### src/rtl/mux_arb_n_pkg.sv
// Shared constants for the N-channel selector/arbiter.
// Optional feature macro: MUX_ARB_N_LOCK_EN (adds the round-robin lock input).
package mux_arb_n_pkg;

    localparam int unsigned DEFAULT_WIDTH = 32;
    localparam int unsigned DEFAULT_N     = 4;

    localparam logic MODE_SEL = 1'b0;
    localparam logic MODE_RR  = 1'b1;

endpackage

### src/rtl/rr_arbiter_n.sv
// Round-robin grant search starting after ptr, with an optional lock that pins the grant to ptr.
// Optional feature macro: MUX_ARB_N_LOCK_EN.
module rr_arbiter_n
    import mux_arb_n_pkg::*;
#(
    parameter  int unsigned N     = DEFAULT_N,
    localparam int unsigned SEL_W = $clog2(N)
) (
    input  logic [N-1:0]     in_valid,
    input  logic [SEL_W-1:0] ptr,
`ifdef MUX_ARB_N_LOCK_EN
    input  logic             lock_active,
`endif
    output logic [SEL_W-1:0] grant,
    output logic             grant_v
);

    // First valid channel at ptr+1, ptr+2, ... wrapping modulo N; ptr itself is checked last.
    always_comb begin
        logic [SEL_W-1:0] idx;
        grant   = '0;
        grant_v = 1'b0;
        idx     = '0;
        for (int unsigned k = 1; k <= N; k++) begin
            idx = SEL_W'((32'(ptr) + k) % N);
            if (!grant_v && in_valid[idx]) begin
                grant_v = 1'b1;
                grant   = idx;
            end
        end
`ifdef MUX_ARB_N_LOCK_EN
        // ptr always names the last granted channel, so a held lock simply re-grants it.
        if (lock_active) begin
            grant   = ptr;
            grant_v = in_valid[ptr];
        end
`endif
    end

endmodule

### src/rtl/mux_arb_n.sv
// N-channel valid/ready selector with explicit-select or round-robin grant and a
// single-entry registered output stage.
// Optional feature macro: MUX_ARB_N_LOCK_EN (adds lock input for round-robin mode).
module mux_arb_n
    import mux_arb_n_pkg::*;
#(
    parameter  int unsigned WIDTH = DEFAULT_WIDTH,
    parameter  int unsigned N     = DEFAULT_N,
    localparam int unsigned SEL_W = $clog2(N)
) (
    input  logic               clk,
    input  logic               rst_n,
    input  logic               mode,
    input  logic [SEL_W-1:0]   sel,
`ifdef MUX_ARB_N_LOCK_EN
    input  logic               lock,
`endif
    input  logic [N-1:0]       in_valid,
    output logic [N-1:0]       in_ready,
    input  logic [N*WIDTH-1:0] in_data,
    output logic               out_valid,
    input  logic               out_ready,
    output logic [WIDTH-1:0]   out_data,
    output logic [SEL_W-1:0]   out_src
);

    localparam int unsigned NP = 1 << SEL_W;

    logic               out_valid_q, out_valid_d;
    logic [WIDTH-1:0]   out_data_q,  out_data_d;
    logic [SEL_W-1:0]   out_src_q,   out_src_d;
    logic [SEL_W-1:0]   ptr_q,       ptr_d;

    logic [NP-1:0]      valid_pad;
    logic [SEL_W-1:0]   rr_grant;
    logic               rr_grant_v;
    logic [SEL_W-1:0]   grant;
    logic               grant_v;
    logic               load;

`ifdef MUX_ARB_N_LOCK_EN
    logic               lock_q, lock_d;
    logic               lock_active;

    // Lock only applies in round-robin mode and only while the input stays high.
    assign lock_active = lock_q && lock && (mode == MODE_RR);
`endif

    assign valid_pad = NP'(in_valid);

    rr_arbiter_n #(
        .N           (N)
    ) u_arb (
        .in_valid    (in_valid),
        .ptr         (ptr_q),
`ifdef MUX_ARB_N_LOCK_EN
        .lock_active (lock_active),
`endif
        .grant       (rr_grant),
        .grant_v     (rr_grant_v)
    );

    // Grant selection, load decision and per-channel ready.
    always_comb begin
        grant    = '0;
        grant_v  = 1'b0;
        in_ready = '0;
        if (mode == MODE_RR) begin
            grant   = rr_grant;
            grant_v = rr_grant_v;
        end else begin
            grant   = sel;
            grant_v = (32'(sel) < N) && valid_pad[sel];
        end
        // Nothing is accepted while reset is asserted, since the output register is held clear.
        load = rst_n && grant_v && (!out_valid_q || out_ready);
        if (load) begin
            in_ready[grant] = 1'b1;
        end
    end

    // Next-state for output register, pointer and lock flag.
    always_comb begin
        out_valid_d = out_valid_q;
        out_data_d  = out_data_q;
        out_src_d   = out_src_q;
        ptr_d       = ptr_q;
`ifdef MUX_ARB_N_LOCK_EN
        lock_d      = lock_q;
        if (!lock || mode != MODE_RR) begin
            lock_d = 1'b0;
        end else if (load) begin
            lock_d = 1'b1;
        end
`endif
        if (load) begin
            out_valid_d = 1'b1;
            out_data_d  = in_data[32'(grant) * WIDTH +: WIDTH];
            out_src_d   = grant;
            ptr_d       = grant;
        end else if (out_ready && out_valid_q) begin
            out_valid_d = 1'b0;
        end
    end

    // State registers; ptr resets to N-1 so channel 0 wins the first round-robin search.
    always_ff @(posedge clk or negedge rst_n) begin
        if (!rst_n) begin
            out_valid_q <= 1'b0;
            out_data_q  <= '0;
            out_src_q   <= '0;
            ptr_q       <= SEL_W'(N - 1);
`ifdef MUX_ARB_N_LOCK_EN
            lock_q      <= 1'b0;
`endif
        end else begin
            out_valid_q <= out_valid_d;
            out_data_q  <= out_data_d;
            out_src_q   <= out_src_d;
            ptr_q       <= ptr_d;
`ifdef MUX_ARB_N_LOCK_EN
            lock_q      <= lock_d;
`endif
        end
    end

    assign out_valid = out_valid_q;
    assign out_data  = out_data_q;
    assign out_src   = out_src_q;

endmodule

### config.mk
export PLATFORM = sky130hd
export DESIGN_NAME = mux_arb_n
export DESIGN_NICKNAME = d
export VERILOG_FILES = /design/src/rtl/mux_arb_n_pkg.sv /design/src/rtl/rr_arbiter_n.sv /design/src/rtl/mux_arb_n.sv
export SDC_FILE = /design/constraint.sdc
export NUM_CORES = 1
export LEC_CHECK = 0
export ABC_AREA = 1
export CORE_MARGIN = 2
export CORE_UTILIZATION = 35
export DETAILED_ROUTE_END_ITERATION = 10
export PLACE_DENSITY = 0.74
export SYNTH_ARGS = -nofsm -noshare
export SYNTH_HDL_FRONTEND = slang
export SYNTH_SLANG_ARGS = --single-unit
### constraint.sdc
create_clock -name clk -period 2.25 [get_ports clk]
set_input_delay 0.225 -clock clk [delete_from_list [all_inputs] [get_ports clk]]
set_output_delay 0.225 -clock clk [all_outputs]
set_load 0.02 [all_outputs]
Word-level counts from Yosys, hierarchy flattened. Index checks and enable logic that the tools add are counted.

Flip-flop bits (word level): 37. Input bits: 138.

Add/subtract/negate cells: 4. Order comparisons: 7. Shift-type cells: 1. Mux-type cells: 25. Reductions and logical operators: 13.

Operators with widths (number): $shiftx 128x8->32 (1); $lt 2x3->1 const B (6); $mux 1 (13); $bmux 1 s2 (5); $mux 2 (5); $logic_and 1x1->1 (7); $add 2x1->2 const B (2); $add 2x2->2 const B (2); $logic_not 1->1 (4); $mux 4 (1); $demux 1 s2 (1); $ge 2x1->1 const B (1); $reduce_bool 2->1 (1); $logic_or 1x1->1 (1).

Logic depth before layout (Yosys ltp). Gate-level depths: netlist (run 1).

Word-level depth: 19. Gate-level depth with buffers: 19.

By module. From an unflattened synthesis (run 1), not the netlist that was laid out.

Cells, all modules: 577. Area, all modules: 3304.4 µm².

Modules (own cells, without submodules): mux_arb_n (instances 1, cells an instance 525, area an instance 3032.9 µm², seq. area each 928.4 µm²); rr_arbiter_n (instances 1, cells an instance 52, area an instance 271.5 µm², seq. area each 0.0 µm²).

Worst setup path after synthesis (run 1). Ideal clock, no wire load.

Path kind: flip-flop to output port. Start point: reg ptr_q[0]. End point: out in_ready[0]. Arrival: 2116 ps. Required time: 2025 ps. Setup slack: -91 ps. Stages on the path, launching flop included: 15. Cell sequence: dfstp_2 > buf_6 > inv_6 > nand2_1 > nand2_1 > nand2_1 > nand2_2 > inv_2 > o21ai_1 > a21oi_1 > nand2_2 > nand2_2 > inv_1 > buf_4 > nor3_1.

Cells in the longest elaborated chain, start to end: 19.

Ends and longest elaborated chain: from (decl) (RTL line mux_arb_n.sv:32) `logic [SEL_W-1:0] ptr_q, ptr_d;`; from (signal assigned) (RTL line mux_arb_n.sv:112) `ptr_q <= SEL_W'(N - 1);`; from (signal assigned) (RTL line mux_arb_n.sv:120) `ptr_q <= ptr_d;`; $add 2x1->2 (RTL line rr_arbiter_n.sv:25) `idx = SEL_W'((32'(ptr) + k) % N);`; $bmux 1 s2 (RTL line rr_arbiter_n.sv:26) `if (!grant_v && in_valid[idx]) begin`; $mux 1 (not written as such) (RTL line rr_arbiter_n.sv:26); $mux 1 (RTL line rr_arbiter_n.sv:26); $logic_not 1->1 (RTL line rr_arbiter_n.sv:26); $logic_and 1x1->1 (RTL line rr_arbiter_n.sv:26); $mux 1 (RTL line rr_arbiter_n.sv:26); $logic_not 1->1 (RTL line rr_arbiter_n.sv:26); [3 not listed]; $logic_and 1x1->1 (RTL line rr_arbiter_n.sv:26); $mux 2 (RTL line rr_arbiter_n.sv:26); $mux 2 (RTL line mux_arb_n.sv:68) `if (mode == MODE_RR) begin`; $lt 2x3->1 (not written as such) or $ge 2x1->1 (tied branches) (RTL line mux_arb_n.sv:78) `in_ready[grant] = 1'b1;`; $logic_and 1x1->1 (not written as such) (RTL line mux_arb_n.sv:78); $mux 1 (not written as such) (RTL line mux_arb_n.sv:78); $demux 1 s2 (RTL line mux_arb_n.sv:78); $mux 4 * (RTL line mux_arb_n.sv:77) `if (load) begin`; to (decl) (RTL line mux_arb_n.sv:19) `output logic [N-1:0] in_ready,`.

Mark *: on every way between the ends. The rest lies on a longest branch, timed or not. The select of a mux whose other input is x is not followed.

Worst setup path after layout (run 1).
Start point: reg ptr_q[0]. End point: out in_ready[2].

Same word-level chain as after synthesis.

==> results.md, run 1 <==
* Outcome: complete, but fails checks
* Violations in the final reports: hold timing, setup timing
* Synthesis-to-layout area growth at 78.8%
* Antenna violations before repair at 0
* Gr ovfl total at 0
* Reg clk slew, reported paths at 0.07 ns
* Number of synthesized flops with an enable pin at 0
* Setup slack of the critical path after layout at -0.193 ns
* Ys async rst share at 1.00
* Most common library cells after synthesis: nand2_1, inv_1, nand3_1
* Achievable Freq at 0.409 GHz
* Area of the core at 8720 µm²
* Starting density of the core at 0.362
* Number of primary I/O pins at 177
* Top-area cell type share of the netlist area at 0.278
* Overall global routing resource usage at 0.226
* Number of global-route vias before repair at 3985
* RSZ-0062 raised after global routing: yes
* Final worst clock skew at 0.00186 ns
* Die Wd at 99.0 µm
* Height of the die at 99.0 µm
* Period Utilization, post-route at 1.09
* Detailed router's first-iteration violation count at 143
* Yosys cell types at 25
* Total number of vias at 4048
* Filler cell count in the final layout at 772
* Pre-CTS WS at -0.463 ns
* Total Nets Final at 887
* Required @ worst endpoint at 2.03 ns
* Worst setup EP type: output pin
* Flip-flop cell with the highest count after synthesis: dfrtp_1
* Register area share after synthesis at 0.294
* Period minus WS final at 2.44 ns
* Maximum number of pins on one net before global-route repair at 85
* Proportion of layout cells with a drive suffix above 1 at 0.140
* Net count after synthesis at 686
* Most common cell in the netlist: nand2_1
* Pre-Repair DR Iteration Count at 4
* Vias per cell at 4.72
* Master cell of the clock root buffer: clkbuf_8
* Detailed-route wire length at 11200 µm
* Slew at the pin closest to its max-slew limit at 0.487 ns
* Gp weighted congestion at 0.832
* H-tree levels at 2
* Synthesis warning total at 0
* Relative slew slack at 0.676
* Peak fanout along the critical path at 5
* Post-Route Hold Slack at -0.00424 ns
* Antenna fix cells at 0
* Top cells by area in the synthesized netlist: dfrtp_1, nand2_1, nand3_1
* Total number of clock tree sinks at 37
* Class of the tightest hold or removal check: in2async
* CP Data Arrival Time at 2.22 ns
* Clk_lat worst skew at 0.29 ns
* Synth Area per Inst at 5.76 µm²
* Number of cell rows at 34
* Number of routed nets with antenna violations at 0
* Final number of hold-violating endpoints at 4
* Post-route total power at 0.00605 W
* First-pass GRT wire length at 18000 µm
* Area taken by flip-flops and latches at 928 µm²
* Worst Path Class, Setup: reg2out
* Total area of multi-input combinational cells at 1790 µm²
* Number of input and output port buffers inserted at 176
* Synthesis-stage register bit count at 37
* Maximum vdd ir drop at 0.512 mV
* PwrDens at 1070 nW/µm²
* Routed wire length per instance at 13.0 µm
* Static Leakage at 2.97 nW
* Finish-stage setup viols at 26
* Die area at 9790 µm²
* Clock tree from TritonCTS: built
* Element type at the critical path start: flip-flop
* Max_cap viols at 0
* TritonCTS buffer count at 5
* Cells after synthesis at 548
* CTS max path bufs at 2
* Cell area after synthesis at 3160 µm²
* DP HPWL at 8160 µm
* Cell taking the most area after synthesis: dfrtp_1
* Fin. max-slew vios at 0
* Number of hold buffers added after cts at 0
* Residual DRC count at 0
## sequential cells by signal, summed over array words and instances, names as in the netlist
register and count:
ptr_q 2, out_src 2, out_valid 1, out_data 32
## path summary, 6_finish.rpt
check,start,end,slack (ns),cells after the start
max in group asynchronous,rst_n,ptr_q[0],1.90,2
hold / removal,rst_n,out_valid,-0.004,2
setup reg to reg,ptr_q[0],out_data[7],-0.14,15
hold reg to reg,out_data[27],out_data[27],0.48,2
setup / recovery,ptr_q[0],in_ready[2],-0.19,12
min in group clk,out_data[27],out_data[27],0.48,2
## worst max-delay path, stage by stage, from the launching register on
cell,delay (ns)
dfstp_2,0.56
buf_4,0.15
nand2_1,0.06
nand2_1,0.07
nand2_1,0.06
nand2_2,0.10
inv_2,0.06
nor3_4,0.20
nand3_2,0.13
nand3_2,0.11
nand2_4,0.09
nor3_2,0.16
buf_4,0.17
## layout make-up
type / instances / area share
Timing Repair Buffer: 220 / 0.388
Multi-Input combinational cell: 361 / 0.318
Sequential cell: 37 / 0.165
Inverter: 124 / 0.0847
Tap cell: 108 / 0.0240
Clock buffer: 7 / 0.0153
Clock inverter: 1 / 0.00532
## logic make-up (layout without fill, tap and decap cells)
group	count (synthesis)	after routing	share of synthesized area
buf+inv	151	352	0.199
simple gates	348	349	0.485
flops	37	37	0.294
compound gates	12	12	0.0222
## layout by cell type (no fill, tap or decap), types with 6 or more instances in the layout
master,instances
buf_6,8
nand2_4,7
clkbuf_8,6
clkdlybuf4s50_1,171
nand2_1,176
buf_4,34
or2_1,17
nand2_2,16
inv_1,117
nor2_4,6
dfrtp_1,35
nand3_1,112
## metal layers
metal,up-vias,track usage,share of wire
met5,-,0,0
met4,0,0.0569,0.024
met3,24,0.0461,0.068
met2,152,0.430,0.51
met1,1833,0.254,0.39
li1,2039,-,-
## timing repair
action | CTS | global route
cloned | 2 | 0
gates resized for setup | 51 | 30
endpoints found under the setup margin | 37 | 36
setup buffers | 8 | 3
pin swaps | 16 | 13
## power breakdown
group / internal, W / total (W) / leakage [nW] / switching (W)
logic: 0.00190 / 0.00424 / 2.46 / 0.00233
registers: 0.00100 / 0.00121 / 0.450 / 0.000208
clock network: 0.000362 / 0.000602 / 0.0585 / 0.000240
## metrics by stage
step | util | hold slack, ns | instances | setup TNS, ns | cell area [µm²]
after global placement | 0.594 | 0.322 | 837 | -12.72 | 5180
final | 0.647 | -0.00424 | 858 | -2.21 | 5640
after global routing | 0.647 | 0.0488 | 858 | -7.38 | 5640
after floorplan | - | -0.0706 | 548 | -0.0271 | 3170
after detailed placement | 0.594 | 0.323 | 837 | -14.66 | 5180
after CTS | 0.630 | 0.0167 | 855 | -3.25 | 5490
No activity file was read; power rests on OpenSTA's default activity.
==> run 2, diff against run 1 <==
--- a/config.mk
+++ b/config.mk
@@ -6,7 +6,6 @@
 export NUM_CORES = 1
 export LEC_CHECK = 0
 export ABC_AREA = 1
-export CORE_MARGIN = 2
 export CORE_UTILIZATION = 35
 export DETAILED_ROUTE_END_ITERATION = 10
 export PLACE_DENSITY = 0.74
==> run 2 against run 1 <==
  * The flow finishes with violations (setup timing)
  * Design area rose by 0.29%
  * Maximum frequency shrank 3.2%
  * Utilization is 0.19 points higher
  * Clock power up 3.5%
  * Wire length grew 1.2%
  * Setup slack lost 0.082 ns
  * Flip-flop and latch count is the same
  * Clock-buffer cell count shrank 1
  * Combinational power up 2%
  * Sequential share of layout area barely moved
  * Clock skew increased by 0.0069 ns
  * First-iteration DRC count is 17% higher
  * Critical endpoint unchanged
  * Largest cell class unchanged
==> results.md, run 2 (synthesis gave the netlist of run 1 again) <==
* Most frequent standard cell in the layout excluding fill and tap cells: nand2_1
* Peak fanout along the critical path at 4 (-1)
* Final number of hold-violating endpoints at 0 (-4)
* Required @ worst endpoint at 2.03 ns (about the same)
* Worst hold path endpoint: out_data[17]
* Clock tree from TritonCTS: built
* Residual DRC count at 0 (unchanged)
* Antenna fix cells at 0 (unchanged)
* Setup slack of the critical path after layout at -0.275 ns (-0.0817 ns)
* Number of input and output port buffers inserted at 176 (unchanged)
* H-tree levels at 2 (unchanged)
* CTS max path bufs at 2 (unchanged)
* Number of routed nets with antenna violations at 0 (unchanged)
* Element type at the critical path start: flip-flop
* Total number of vias at 4140 (+2.3%)
* Outcome: complete, but fails checks
* Relative slew slack at 0.680 (+0.00468)
* Maximum vdd ir drop at 0.583 mV (+14%)
* Achievable Freq at 0.396 GHz (-3.2%)
* Die Wd at 97.0 µm (-2.0%)
* Fin. max-slew vios at 0 (unchanged)
* Final worst clock skew at 0.00880 ns (+0.00694 ns)
* Total number of clock tree sinks at 37 (unchanged)
* Master cell of the clock root buffer: clkbuf_8
* Gr ovfl total at 0 (unchanged)
* Die area at 9400 µm² (-4.0%)
* Endpoint of the worst register-to-register path: out_data[4]
* Finish-stage setup viols at 36 (+38%)
* Total Nets Final at 894 (+0.79%)
* PwrDens at 1090 nW/µm² (+1.5%)
* Clk_lat worst skew at 0.29 ns (about the same)
* Commonest non-fill, non-tap cells in the layout: nand2_1, clkdlybuf4s50_1, inv_1, nand3_1, buf_4
* Period minus WS final at 2.52 ns (+0.0817 ns)
* Number of global-route vias before repair at 3972 (-0.33%)
* Routed wire length per instance at 13.1 µm (+0.38%)
* Starting density of the core at 0.362 (unchanged)
* CP Data Arrival Time at 2.30 ns (+0.08 ns)
* R2R depth at 18 (+3)
* Pre-CTS WS at -0.498 ns (-0.0351 ns)
* Register-to-register setup slack at -0.15 ns (about the same)
* Static Leakage at 3.00 nW (+0.90%)
* Reg clk slew, reported paths at 0.08 ns (about the same)
* TritonCTS buffer count at 5 (unchanged)
* Filler cell count in the final layout at 751 (-2.7%)
* Final design utilization at 0.649 (+0.00187)
* Pre-Repair DR Iteration Count at 4 (unchanged)
* Height of the die at 97.0 µm (-2.0%)
* DP HPWL at 7870 µm (-3.5%)
* Number of primary I/O pins at 177 (unchanged)
* First-pass GRT wire length at 18400 µm (+1.8%)
* Worst setup EP type: output pin
* Overall global routing resource usage at 0.239 (+0.0134)
* Detailed-route wire length at 11300 µm (+1.2%)
* Class of the tightest hold or removal check: reg2reg
* Gp weighted congestion at 0.924 (+11%)
* Max_cap viols at 0 (unchanged)
* Number of cell rows at 34 (unchanged)
* RSZ-0062 raised after global routing: yes
* Worst Path Class, Setup: reg2out
* Hold path startpoint: out_data[17]
* Cell Count Post-Placement at 836 (-0.12%)
* Detailed router's first-iteration violation count at 167 (+17%)
* Launch instance of the worst register-to-register path: ptr_q[1]
* Proportion of layout cells with a drive suffix above 1 at 0.148 (+0.00795)
* Post-Layout Cell Count at 865 (+0.82%)
* Area of the core at 8720 µm² (unchanged)
* Period Utilization, post-route at 1.12 (+0.0363)
* Slew at the pin closest to its max-slew limit at 0.480 ns (-0.00701 ns)
* Maximum number of pins on one net before global-route repair at 85 (unchanged)
* Vias per cell at 4.79 (+1.4%)
* Violations in the final reports: setup timing
* Antenna violations before repair at 0 (unchanged)
* Hold Crit Depth at 2
* Number of flip-flops under the largest register name at 32 (unchanged)
* Synthesis-to-layout area growth at 79.3%
run 2: critical path, stage by stage (launching register included):
cell and delay [ns]:
dfstp_2 0.61, buf_6 0.15, nand2_4 0.05, nand2_4 0.10, nand2_2 0.08, nand2_2 0.10, o21ai_1 0.10, a21oi_2 0.16
nand2_2 0.09, nand2_4 0.10, inv_4 0.05, buf_6 0.11, nor3_4 0.15, buf_6 0.15
run 2: layout make-up:
cell class / instances / area, µm² / area share
timing repair buffer: 227 / 2210 / 0.391
multi-input combinational: 361 / 1790 / 0.316
sequential: 37 / 928 / 0.164
inverter: 124 / 474 / 0.0838
tap: 108 / 135 / 0.0239
clock buffer: 6 / 82.6 / 0.0146
clock inverter: 2 / 37.5 / 0.00663
run 2: where the power goes:
part | switching (W) | total [W] | leakage, nW | internal (W)
Clock | 0.000262 | 0.000623 | 0.0574 | 0.000361
Sequential | 0.000199 | 0.00120 | 0.450 | 0.000999
Combinational | 0.00239 | 0.00433 | 2.49 | 0.00194
Total | 0.00285 | 0.00615 | 3.00 | 0.00330
run 2: per-layer routing:
metal	global-route usage	up-vias	wire, µm
li1	-	2054	-
met5	0	-	0
met1	0.283	1864	4560
met3	0.0441	28	838
met2	0.433	194	5670
met4	0.0769	0	245
run 2: timing repair:
| action | CTS | global route |
|---|---|---|
| buffers inserted | 11 | 8 |
| pin swaps | 11 | 16 |
| resized for setup | 57 | 29 |
| setup endpoints to repair | 37 | 38 |
| hold buffers | 1 | 0 |
| gates cloned | 2 | 0 |
| endpoints found under the hold margin | 3 | 0 |
run 2: per-stage QoR:
step | area (µm²) | power, W | hold WS, ns | setup TNS (ns)
finish | 5660 | 0.00615 | 0.484 | -4.25
global route | 5660 | 0.00659 | 0.514 | -9.20
CTS | 5490 | 0.00582 | 0.486 | -3.20
detailed placement | 5160 | 0.00483 | 0.323 | -15.71
global placement | 5160 | 0.00476 | 0.327 | -12.16
floorplan | 3170 | 0.00336 | -0.0706 | -0.0271
run 2: worst max-delay path by stage:
| stage | end | slack, ns | cells after the start | from |
|---|---|---|---|---|
| floorplan | in_ready[1] | -0.01 | 16 | ptr_q[0] |
| global placement | in_ready[2] | -0.42 | 13 | in_valid[1] |
| detailed placement | out_data[28] | -0.50 | 15 | in_valid[0] |
| CTS | in_ready[2] | -0.22 | 13 | ptr_q[0] |
| global route | in_ready[2] | -0.37 | 13 | ptr_q[0] |
| finish | in_ready[2] | -0.27 | 13 | ptr_q[0] |
